$ cat config.mk
export PLATFORM = sky130hd
export DESIGN_NAME = stack_unit
export DESIGN_NICKNAME = d
export VERILOG_FILES = /design/src/rtl/stack_unit_pkg.sv /design/src/rtl/stack_alu.sv /design/src/rtl/stack_unit.sv
export SDC_FILE = /design/constraint.sdc
export NUM_CORES = 1
export LEC_CHECK = 0
export BUFFER_PORTS_ARGS = -buffer_cell sky130_fd_sc_hd__buf_2
export CORE_MARGIN = 3
export CORE_UTILIZATION = 28
export DETAILED_ROUTE_END_ITERATION = 6
export PLACE_DENSITY = 0.51
export SLEW_MARGIN = 25
export SYNTH_ARGS = -nofsm -noshare
export SYNTH_HDL_FRONTEND = slang
export SYNTH_SLANG_ARGS = --single-unit
$ cat constraint.sdc
create_clock -name clk -period 3.6 [get_ports clk]
set_clock_uncertainty 0.15 [all_clocks]
set_input_delay 0.18 -clock clk [delete_from_list [all_inputs] [get_ports clk]]
set_output_delay 0.18 -clock clk [all_outputs]
set_load 0.01 [all_outputs]
$ cat src/rtl/stack_unit_pkg.sv
// ---------------------------------------------------------------------------
// stack_unit_pkg
// Shared definitions for the stack unit: opcode encoding and default
// geometry. Imported by stack_unit and stack_alu.
// ---------------------------------------------------------------------------
package stack_unit_pkg;

  localparam int DEF_WIDTH = 8;
  localparam int DEF_DEPTH = 8;

  // Codes 5..7 are deliberately left unnamed; they decode as illegal.
  typedef enum logic [2:0] {
    OP_NOP  = 3'd0,
    OP_PUSH = 3'd1,
    OP_POP  = 3'd2,
    OP_ADD  = 3'd3,
    OP_SUB  = 3'd4
  } op_e;

endpackage

$ cat src/rtl/stack_alu.sv
// ---------------------------------------------------------------------------
// stack_alu
// Purely combinational two's-complement add/subtract used by the stack unit.
// Ports:
//   i_a        - earlier-pushed operand (entry below top)
//   i_b        - later-pushed operand (top of stack)
//   i_sub      - 1: a - b, 0: a + b
//   o_result   - wrap-around result, WIDTH bits
//   o_overflow - signed overflow of the selected operation
// ---------------------------------------------------------------------------
module stack_alu
  import stack_unit_pkg::*;
#(
  parameter int WIDTH = DEF_WIDTH
) (
  input  logic [WIDTH-1:0] i_a,
  input  logic [WIDTH-1:0] i_b,
  input  logic             i_sub,
  output logic [WIDTH-1:0] o_result,
  output logic             o_overflow
);

  logic w_same_sign;

  always_comb begin
    o_result    = i_sub ? (i_a - i_b) : (i_a + i_b);
    w_same_sign = (i_a[WIDTH-1] == i_b[WIDTH-1]);
    // Add overflows only for like-signed operands, subtract only for
    // unlike-signed ones; in both cases the result sign departs from a.
    o_overflow  = (i_sub ? !w_same_sign : w_same_sign) &&
                  (o_result[WIDTH-1] != i_a[WIDTH-1]);
  end

endmodule

$ cat src/rtl/stack_unit.sv
// ---------------------------------------------------------------------------
// stack_unit
// Small signed operand stack with PUSH/POP/ADD/SUB, one operation per cycle,
// results visible one cycle after the operation is sampled.
// Ports:
//   clk        - clock, rising edge active
//   reset      - asynchronous active-low reset
//   op_valid   - operation request qualifier
//   op         - opcode (see stack_unit_pkg::op_e; 5..7 illegal)
//   din        - operand for PUSH
//   top        - registered top-of-stack, 0 when empty
//   dout       - value removed by the last successful POP
//   dout_valid - one-cycle pulse after a successful POP
//   count      - occupied entries
//   empty/full - count == 0 / count == DEPTH
//   op_err     - one-cycle pulse after a faulting operation
//   error      - sticky OR of op_err, cleared only by reset
// ---------------------------------------------------------------------------
module stack_unit
  import stack_unit_pkg::*;
#(
  parameter int WIDTH = DEF_WIDTH,
  parameter int DEPTH = DEF_DEPTH
) (
  input  logic                       clk,
  input  logic                       reset,
  input  logic                       op_valid,
  input  logic [2:0]                 op,
  input  logic [WIDTH-1:0]           din,
  output logic [WIDTH-1:0]           top,
  output logic [WIDTH-1:0]           dout,
  output logic                       dout_valid,
  output logic [$clog2(DEPTH+1)-1:0] count,
  output logic                       empty,
  output logic                       full,
  output logic                       op_err,
  output logic                       error
);

  localparam int CW = $clog2(DEPTH + 1);
  localparam int AW = (DEPTH > 1) ? $clog2(DEPTH) : 1;

  logic [WIDTH-1:0] r_stack [DEPTH];
  logic [CW-1:0]    r_count;
  logic [WIDTH-1:0] r_top;
  logic [WIDTH-1:0] r_dout;
  logic             r_dout_valid;
  logic             r_op_err;
  logic             r_error;

  op_e              w_op;
  logic [AW-1:0]    w_idx_free;   // slot above top (PUSH target)
  logic [AW-1:0]    w_idx_next;   // entry directly below top
  logic [WIDTH-1:0] w_next;
  logic [WIDTH-1:0] w_alu_result;
  logic             w_alu_ovf;
  logic             w_empty;
  logic             w_full;
  logic             w_do_push;
  logic             w_do_pop;
  logic             w_do_arith;
  logic             w_fault;

  assign w_op       = op_e'(op);
  assign w_empty    = (r_count == '0);
  assign w_full     = (r_count == CW'(DEPTH));
  assign w_idx_free = AW'(r_count);
  // Wraps when count < 2; the value read is then never used.
  assign w_idx_next = AW'(r_count - CW'(2));
  assign w_next     = r_stack[w_idx_next];

  // r_top mirrors the entry at count-1, so it serves directly as operand b.
  stack_alu #(.WIDTH(WIDTH)) u_alu (
    .i_a        (w_next),
    .i_b        (r_top),
    .i_sub      (w_op == OP_SUB),
    .o_result   (w_alu_result),
    .o_overflow (w_alu_ovf)
  );

  // NOTE: every signal driven here gets a default first so no path leaves
  // it unassigned; that is what keeps this block free of inferred latches.
  always_comb begin
    w_do_push  = 1'b0;
    w_do_pop   = 1'b0;
    w_do_arith = 1'b0;
    w_fault    = 1'b0;
    if (op_valid) begin
      case (w_op)
        OP_NOP:  ;
        OP_PUSH: begin
          w_do_push = !w_full;
          w_fault   = w_full;
        end
        OP_POP: begin
          w_do_pop = !w_empty;
          w_fault  = w_empty;
        end
        OP_ADD, OP_SUB: begin
          // Overflowing results are still written; only the flag is raised.
          w_do_arith = (r_count >= CW'(2));
          w_fault    = !w_do_arith || w_alu_ovf;
        end
        default: w_fault = 1'b1;
      endcase
    end
  end

  // NOTE: state registers use non-blocking assignments so every flop samples
  // pre-edge values regardless of statement order.
  always_ff @(posedge clk or negedge reset) begin
    if (!reset) begin
      r_count      <= '0;
      r_top        <= '0;
      r_dout       <= '0;
      r_dout_valid <= 1'b0;
      r_op_err     <= 1'b0;
      r_error      <= 1'b0;
    end else begin
      r_dout_valid <= w_do_pop;
      r_op_err     <= w_fault;
      r_error      <= r_error | w_fault;
      if (w_do_push) begin
        r_count <= r_count + CW'(1);
        r_top   <= din;
      end else if (w_do_pop) begin
        r_count <= r_count - CW'(1);
        r_dout  <= r_top;
        r_top   <= (r_count >= CW'(2)) ? w_next : '0;
      end else if (w_do_arith) begin
        r_count <= r_count - CW'(1);
        r_top   <= w_alu_result;
      end
    end
  end

  // NOTE: the storage array has no reset on purpose; entries at or above
  // count are never read into top, so stale data cannot become visible.
  always_ff @(posedge clk) begin
    if (w_do_push) begin
      r_stack[w_idx_free] <= din;
    end else if (w_do_arith) begin
      r_stack[w_idx_next] <= w_alu_result;
    end
  end

  assign top        = r_top;
  assign dout       = r_dout;
  assign dout_valid = r_dout_valid;
  assign count      = r_count;
  assign empty      = w_empty;
  assign full       = w_full;
  assign op_err     = r_op_err;
  assign error      = r_error;

endmodule

# Word level (Yosys, flattened, before mapping)
# Memories as Yosys holds them, arrays and structs flattened.
# Cells that the tools add are included.
# word_totals
romBits	0
input_bits	14
regBits	23
ramBits	64
wordCells	59
out_inout_bits	25
latchBits	0
n_memories	1
# mem_list
name	words	width	rd	rd_ports_with_merged_regs	wr	line	source
r_stack	8	8	1	0	1	stack_unit.sv:43	logic [WIDTH-1:0] r_stack [DEPTH];
# op_classes
reduce_logical	12
mul	0
bitwise	2
n_shift	0
n_eq_ne	7
div	0
n_mux	25
magnitude_cmp	1
add_sub_neg	5
# op_table
cell	n
$mux W8	6
$mux W1	14
$mux W4	3
$add A8 B8 Y8	1
$reduce_or A8 Y1	1
$sub A8 B8 Y8	1
$eq A3 B2 Y1 const B	2
$add A4 B1 Y4 const B	1
$eq A4 B4 Y1 const B	1
$ge A4 B2 Y1 const B	1
$logic_not A1 Y1	4
$logic_not A4 Y1	1
$pmux W1 S4	1
$sub A4 B1 Y4 const B	1
$eq A3 B1 Y1 const B	1
$eq A3 B3 Y1 const B	1
$logic_not A3 Y1	1
$mux W3	1
$reduce_bool A3 Y1	1
$sub A3 B2 Y3 const B	1
$reduce_and A2 Y1	1
$reduce_or A2 Y1	1
$eq A1 B1 Y1	1
$logic_and A1 B1 Y1	1
4 further kinds	4

# Logic depth before layout (Yosys ltp)
# An unclocked memory read counts as a cell.
# logic_depth
word_depth	10
ltp_mapped	14
depth_no_buf	11

# Cells and area by module
# From an unflattened synthesis, not the netlist that was laid out.
# hier_totals
cells_unflattened	331
hier_area_um2	4528.1
# by_module_without_submodules
module	area_per_inst_um2	seq_area_each_um2	cells_each	instances
stack_unit	4065.1	2497.4	269	1
stack_alu	462.9	0.0	62	1

# Worst setup path before layout
# Ideal clock, no wire load.
# synth_path
kind	reg2reg
from	register r_count[0] (netlist: count[0])
to	memory r_stack[0][7] in the netlist's numbering, data pin
setup_ns	0.287
path_buffers	3
arrival_ns	2.988
period_less_slack_ns	3.425
setup_slack_ns	0.175
path_stages_with_launch	13
required_ns	3.163
cell_sequence	dfrtp_1 buf_6 buf_6 buf_6 mux4_2 mux2_2 ha_1 a21oi_1 nand2_1 o21ai_0 xnor2_1 mux2i_1 nand2_1
# synth_between
elab_chain_cells	8
word_cells_on_any_way	17
classes_between	add/sub (3); order compare (1); eq/ne (1); mux (9); reduce/logical (2); memory (1)
# synth_lines
element	line	source
start: declaration	stack_unit.sv:44	logic [CW-1:0] r_count;
start signal: assignment	stack_unit.sv:124	r_count <= r_count + CW'(1);
start signal: assignment	stack_unit.sv:127	r_count <= r_count - CW'(1);
start signal: assignment	stack_unit.sv:131	r_count <= r_count - CW'(1);
parallel branches: the longest is 7 deep, another holds $mem_v2 Z8 W8	n/a	
$mux W8 (no source line) *	n/a	
end: declaration	stack_unit.sv:43	
# Every way passes the cells marked *.

# Worst setup path in the final report
# layout_path
from	register r_count[0] (netlist: count[0])
to	memory r_stack[7][7] in the netlist's numbering, data pin
# The elaborated chain is that of the path after synthesis.

==> Implementation_results.wiki <==
{| class="wikitable"
! Metric !! Value
|-
| Fin crit share || 95.1%
|-
| Die span in y || 131 um
|-
| Final-stage net count || 422
|-
| Leakage power || 0.00203 uW
|-
| Peak ir drop on the vdd network || 358 uV
|-
| Netlist area before placement || 0.00435 mm^2
|-
| Flip-flop and latch count after synthesis || 87
|-
| Routed wire length || 10.3 mm
|-
| Number of rows created at floorplan || 44
|-
| Cell with the most instances after synthesis || edfxtp_1
|-
| Via count of the first global-routing pass || 2861
|-
| Post-synthesis cell type count || 52
|-
| Least setup slack across all paths after layout || 0.178 ns
|-
| Number of detailed-route iterations in the first pass || 4
|-
| Max Root-Sink Buffers || 2
|-
| Relative slew margins || 63.1%
|-
| Setup-failing EPs final || 0
|-
| Clock H-tree levels || 3
|-
| Met1 layer usage reported by global route || 17.6%
|-
| Leftover overflow at the end of global routing || 0
|-
| Total half-perimeter wirelength after legalization and detailed placement || 7.50 mm
|-
| Clk sink count || 87
|-
| Total GRT Usage || 13.1%
|-
| Status || finished, final reports clean
|-
| Residual DRC || 0
|-
| Clock Tree Root || clkbuf_16
|-
| Number of vias in the routed layout || 2828
|-
| GR met3 Demand/Resource || 4.15%
|-
| Final count of hold timing violations || 0
|-
| Leading post-synthesis cells by cell area || edfxtp_1 44%, dfrtp_1 13%, mux4_2 7.3%
|-
| Fraction of final layout cells with drive strength greater than 1 || 28.4%
|-
| Chip Width || 131 um
|-
| # diodes || 0
|-
| Cell type with the largest total area after synthesis || edfxtp_1
|-
| Portion of synthesized cell area occupied by the leading cell type || 44.2%
|-
| Number of vias per cell || 4.83
|-
| Slew at the pin closest to its max-slew limit || 0.553 ns
|-
| Largest net degree at the start of global routing || 24
|-
| Hold crit path type || in2reg
|-
| Most instantiated flip-flop cell in the synthesis netlist || edfxtp_1
|-
| Power density cells || 923 mW/mm^2
|-
| Detailed-route wire length per cell || 17.7 um
|-
| Fin. max-slew vios || 0
|-
| Number of antenna violations at the first check in global routing || 0
|-
| Net Count, Synth || 353
|-
| Clock-pin slew reported for the worst setup and hold paths after clock tree synthesis || 0.07 ns
|-
| Setup WS pre-CTS || 0.0266 ns
|-
| Final min period || 3.42 ns
|-
| Number of instances in the synthesized netlist || 327
|-
| Final hold slack || 0.0470 ns
|-
| Worst-path fanout max || 8
|-
| Placeable Area || 0.0149 mm^2
|-
| Crit path launch type || flop
|-
| Number of nets with antenna violations after detailed routing || 0
|-
| Leading post-synthesis cells by instance count || 64 x edfxtp_1, 35 x nand2_1, 23 x dfrtp_1, 17 x nor2_1, 15 x o21ai_1
|-
| Highest attainable clock frequency || 292 MHz
|-
| Max Cap Viol || 0
|-
| WP data required || 3.51 ns
|-
| Most used routing layer || met2
|-
| Total clock buffers created by CTS || 9
|-
| DIE AREA || 0.0170 mm^2
|-
| Initial cell density of the core || 29.2%
|-
| Data arrival time of the critical path || 3.33 ns
|-
| Global-route wire length before repair || 16.4 mm
|-
| Clock tree from TritonCTS || done
|-
| Synthesized area per cell || 13.3 um^2
|-
| Part of the Yosys area used for sequential elements || 57.5%
|-
| CP endpoint kind || flop
|-
| Count of port buffers added during placement || 38
|-
| Number of flops mapped to enable cells by yosys || 64
|-
| Routing usage on met2 || 20.2%
|-
| Post-synth ARST share || 26.4%
|-
| Synthesis-to-finish area growth || 21.2%
|-
| I/O pin count || 39
|-
| Later-pin clock latency in the skew report || 0.35 ns
|-
| Number of DRC markers in iteration 0 || 153
|-
| Filler cell count || 1459
|-
| Routability congestion estimate from global placement || 0.786
|-
| Class of the most critical setup path || reg2reg
|-
| Synthesis Warnings || 0
|}
==> cells in the final DEF (no fill, tap or decap), types with 4 or more instances in the layout <==
cell type / Yosys / layout
dlygate4sd3_1: 0 / 7
mux2_2: 5 / 5
nor2b_1: 6 / 6
and3b_1: 4 / 4
nor3_1: 4 / 4
mux4_2: 14 / 14
a21oi_1: 10 / 10
buf_4: 0 / 24
o22ai_1: 4 / 4
o21a_1: 5 / 5
dfrtp_1: 23 / 22
o21ai_0: 10 / 9
ha_1: 10 / 10
xnor2_1: 12 / 12
nand3_1: 5 / 5
buf_2: 5 / 38
o21ai_1: 15 / 15
edfxtp_1: 64 / 64
mux2i_1: 7 / 7
xor2_1: 4 / 4
clkbuf_16: 0 / 9
nand2_1: 35 / 34
a31oi_1: 6 / 6
nor2_1: 17 / 17
inv_1: 11 / 11
==> stage by stage <==
| stage | setup TNS [ns] | total power [uW] | area [um^2] | cells | utilization, % |
|---|---|---|---|---|---|
| 2_1_floorplan | 0 | 3210 | 4350 | 327 | - |
| 3_3_place_gp | 0 | 3900 | 4870 | 560 | 32.8 |
| 3_5_place_dp | 0 | 3920 | 4870 | 560 | 32.8 |
| 4_1_cts | 0 | 4880 | 5240 | 583 | 35.3 |
| 5_1_grt | -0.0752 | 5270 | 5270 | 585 | 35.4 |
| 6_report | 0 | 4860 | 5270 | 585 | 35.4 |
==> sequential cells by signal, indices dropped and copies added (netlist names) <==
| signal | cells |
|---|---|
| r_stack | 64 |
| op_err | 1 |
| count | 4 |
| dout_valid | 1 |
| top | 8 |
| dout | 8 |
| error | 1 |
==> cell families (layout without fill, tap and decap cells) <==
| group | after synthesis | count (layout) | synth area share [%] |
|---|---|---|---|
| buffers and inverters | 28 | 102 | 3.63 |
| adders and majority gates | 12 | 12 | 3.80 |
| xor gates and xnor gates | 16 | 16 | 3.22 |
| and+or+nand+nor | 86 | 86 | 9.96 |
| DFF | 87 | 87 | 57.5 |
| muxes | 30 | 30 | 11.5 |
| AOI/OAI and AO/OA | 68 | 68 | 10.4 |
==> path summary, 6_finish.rpt <==
check,startpoint,end,slack (ns),cells past startpoint
setup / recovery,count[0],r_stack[7][7],0.18,10
hold / removal,din[5],top[5],0.05,3
setup reg to reg,count[0],r_stack[7][7],0.18,10
hold reg to reg,dout[4],dout[4],0.32,2
max in group asynchronous,reset,count[1],2.70,2
min in group asynchronous,reset,count[2],0.21,2
==> layer usage <==
| metal | vias up | routed length (um) |
|---|---|---|
| li1 | 1369 | - |
| met2 | 60 | 4930 |
| met4 | 0 | 127 |
| met1 | 1391 | 4860 |
| met5 | - | 0 |
| met3 | 8 | 423 |
==> critical path: stages, from the launching register on <==
cell,delay [ns]
dfrtp_1,0.42
buf_4,0.18
mux4_2,0.50
mux2_2,0.30
ha_1,0.29
nor2b_1,0.14
o31a_1,0.28
o21ai_1,0.19
xnor2_1,0.19
mux2i_1,0.31
nand2_2,0.18
==> area by class of cell <==
type	count	area [um^2]	area share (%)
clock buffer	10	229	4.35
clock inverter	6	68.8	1.31
inverter	14	53.8	1.02
multi-input combinational	212	1700	32.2
sequential	87	2500	47.4
tap	184	230	4.37
timing repair buffer	72	492	9.33
==> repair_timing <==
action | 4_1_cts | 5_1_grt
setup endpoints to repair | 0 | 17
hold endpoints to repair | 29 | 0
hold buffers | 7 | 0
resized for setup | 0 | 5
buffers inserted | 0 | 2
==> power by group <==
part / switching (uW) / internal, uW
clock network: 393 / 543
registers: 159 / 1300
logic: 1300 / 1170
No activity file was read; power rests on OpenSTA's default activity.
